## config.mk

```make
export PLATFORM = sky130hd
export DESIGN_NAME = lfsr_predict
export DESIGN_NICKNAME = d
export VERILOG_FILES = /design/src/rtl/lfsr_pkg.sv /design/src/rtl/lfsr_predict.sv
export SDC_FILE = /design/constraint.sdc
export NUM_CORES = 1
export LEC_CHECK = 0
export CAP_MARGIN = 20
export CORE_MARGIN = 5
export CORE_UTILIZATION = 44
export DETAILED_ROUTE_END_ITERATION = 6
export PLACE_DENSITY_LB_ADDON = 0.2
export SLEW_MARGIN = 20
export SYNTH_ARGS = -nofsm -noshare
export SYNTH_HDL_FRONTEND = slang
export SYNTH_SLANG_ARGS = --single-unit
```

## constraint.sdc

```tcl
create_clock -name vclk -period 10.3
set_input_delay 2.06 -clock vclk [all_inputs]
set_output_delay 2.06 -clock vclk [all_outputs]
set_load 0.03 [all_outputs]
```

## src/rtl/lfsr_pkg.sv

```systemverilog
`default_nettype none
// ============================================================================
// Module   : lfsr_pkg
// Purpose  : Shared constants and types for the BoW link LFSR pattern checker
//            and its prediction function: word width, feedback tap
//            positions, inversion threshold and checker state encoding.
// Revision : 1.0 - initial release
// ============================================================================
package lfsr_pkg;

    localparam int N_DEF = 16;

    // Feedback taps, numbered with bit 1 as the MSB (generator bit order).
    localparam int TAP_A = 16;
    localparam int TAP_B = 15;
    localparam int TAP_C = 13;
    localparam int TAP_D = 4;

    // The shifted word is inverted when more than this many bits toggle.
    localparam int INV_THRESH = 7;

    typedef enum logic [1:0] {
        SEED   = 2'd0,
        ACQ    = 2'd1,
        LOCKED = 2'd2
    } state_t;

endpackage
`default_nettype wire

```

## src/rtl/lfsr_predict.sv

```systemverilog
`default_nettype none
// ============================================================================
// Module   : lfsr_predict
// Purpose  : Combinational next-word prediction for the inversion-encoded
//            16-bit LFSR stream: shift in feedback, count toggles against the
//            previous word (last position excluded), invert on a high count.
// Ports    : i_prev [1:N] previous word as transmitted (bit 1 = MSB)
//            o_pred [1:N] predicted next word
// Revision : 1.0 - initial release
// ============================================================================
module lfsr_predict
    import lfsr_pkg::*;
#(
    parameter int N = N_DEF
) (
    input  logic [1:N] i_prev,
    output logic [1:N] o_pred
);

    localparam int c_CW = $clog2(N) + 1;

    logic           w_fb;
    logic [1:N]     w_shift;
    logic [c_CW-1:0] w_toggles;

    always_comb begin
        w_fb      = i_prev[TAP_A] ^ i_prev[TAP_B] ^ i_prev[TAP_C] ^ i_prev[TAP_D];
        w_shift   = {w_fb, i_prev[1:N-1]};
        w_toggles = '0;
        // Position N is left out of the count to match the generator.
        for (int k = 1; k <= N - 1; k++) begin
            w_toggles = w_toggles + c_CW'(w_shift[k] ^ i_prev[k]);
        end
        o_pred = (w_toggles > c_CW'(INV_THRESH)) ? ~w_shift : w_shift;
    end

endmodule
`default_nettype wire

```

==> flow_summary_export.csv <==
group,metric,value,unit
setup_path,crit_required,8.24,ns
setup_path,critical_path_class,"in2out",
placement,hpwlAfterDp,1.22,mm
grt,grt_util_met2,0.286,
run,cap_viol_max_count,0,
logic_synthesis,syn-num-nets,84,
layout,final_cell_area,912,um^2
setup_path,crit_slowest_cell,"clkdlybuf4s50_1",
grt,busiest_layer,"met2",
grt,grtUsageMet1,0.139,
route,routed_wl,1.30,mm
sta,fmax,105,MHz
route,wire_per_inst,12.5,um
layout,drive_gt1_frac,0.0225,
sta,setup_viol,0,
grt,grt_overflow,0,
grt,grt_max_degree,12,
cts,cts_hold_buf,0,
route,drc,0,
sta,relSlewSlack,0.724,
placement,placedCellCount,104,
route,via_per_inst,4.63,
floorplan,die-area,2150,um^2
logic_synthesis,ys_seq_area_frac,0,
layout,area_delta_synth_final,57.1,%
logic_synthesis,syn_area_per_cell,10.2,um^2
floorplan,die_width,46.3,um
floorplan,boundaryPins,32,
layout,num_antenna_cells,0,
sta,rsz0062_at_grt,"false",
cts,post_cts_buffers,0,
layout,regArea,0,um^2
route,antenna_left,0,
setup_path,endpoint_kind,"output pin",
logic_synthesis,ys_types,9,
floorplan,start_util,0.458,
setup_path,path_delay_family,"adder cells",
setup_path,crit_arrival,7.48,ns
floorplan,coreArea,1270,um^2
sta,drv_slew,0,
sta,hold_viol,0,
floorplan,die_y,46.3,um
sta,tns,0,ns
layout,clkbuf_count,0,
sta,period_share,0.926,
setup_path,startpoint_type,"input port",
route,drt_iter0_markers,1,
placement,place_area,912,um^2
logic_synthesis,synth_warnings,0,
route,vias,482,
setup_path,crit_buf_inv,5,
logic_synthesis,syn-cell-area,581,um^2
setup_path,critPathMaxStageDelay,0.69,ns
logic_synthesis,syn_inst,57,
grt,grtUsageTotal,0.136,
sta,fin_crit,9.54,ns
floorplan,rows,13,
placement,place_congestion,0.678,
placement,io_buffers,32,
route,first_pass_iters,2,
grt,grt_use_met3,0.0117,
outcome,status,"complete, no violations",
sta,timing.hold.ws,5.34,ns
worst_hold_path,hp-class,"in2out",
setup_path,crit_path_cell_trace,"clkdlybuf4s50_1 > xnor2_1 > xnor2_1 > xnor2_1 > fa_1 > fa_1 > inv_1 > fa_1 > fa_1 > inv_1 > ha_1 > and3_1 > a221oi_4 > buf_4 > xnor2_1 > clkdlybuf4s50_1",
setup_path,cp_max_fo,11,
sta,tightest_slew,0.415,ns
layout,seq_cell_count,0,
grt,grt_pass1_wl,2.17,mm
cts,cts-resized-gates,0,
layout,fin_cells,104,
layout,fin_nets,118,
grt,antenna_found_initial,0,
grt,grt_pass1_vias,528,
[cell families after synthesis]
logic type | synth area share
xor+xnor | 0.513
simple gates | 0.0108
buf+inv | 0.0776
compound gates | 0.0582
fa+ha+maj | 0.341
[cells in the mapped netlist]
| library cell | count | area share |
|---|---|---|
| a21o_1 | 1 | 0.013 |
| a221oi_4 | 1 | 0.045 |
| and3_1 | 1 | 0.011 |
| buf_8 | 1 | 0.026 |
| fa_1 | 8 | 0.28 |
| ha_1 | 3 | 0.065 |
| inv_1 | 8 | 0.052 |
| xnor2_1 | 22 | 0.33 |
| xor2_1 | 12 | 0.18 |
[layer usage]
layer / part of all wire / up-vias
li1: - / 236
met1: 0.31 / 226
met2: 0.59 / 18
met3: 0.077 / 2
met4: 0.022 / 0
met5: 0 / -
[worst min-delay path, stage by stage]
cell,delay [ns]
clkdlybuf4s50_1,0.54
xnor2_1,0.09
clkdlybuf4s50_1,0.58
[cells in the final DEF (no fill, tap or decap), drive strengths merged]
cell / n
clkdlybuf4s50: 32
xnor2: 22
a221oi: 1
inv: 8
and3: 1
fa: 8
a21o: 1
ha: 3
buf: 1
xor2: 12
[metrics by stage]
stage | setup slack (ns) | util
2_1_floorplan | 2.07 | -
3_3_place_gp | 0.811 | 0.719
3_5_place_dp | 0.679 | 0.719
4_1_cts | 0.678 | 0.719
5_1_grt | 0.358 | 0.719
6_report | 0.762 | 0.719
[path summary, 6_finish.rpt]
kind,start,cells past startpoint,endpoint,slack (ns)
max,i_prev[13],16,o_pred[15],0.76
min,i_prev[10],3,o_pred[11],5.34
[final cells by class]
cell class	instances	area, um^2
Timing Repair Buffer	33	328
Inverter	8	30.0
Fill cell	105	357
Tap cell	15	18.8
Multi-Input combinational cell	48	536
Power is left out: the tool's default activity adds up to more than one toggle a clock period on the data nets, which glitch-free logic cannot reach.
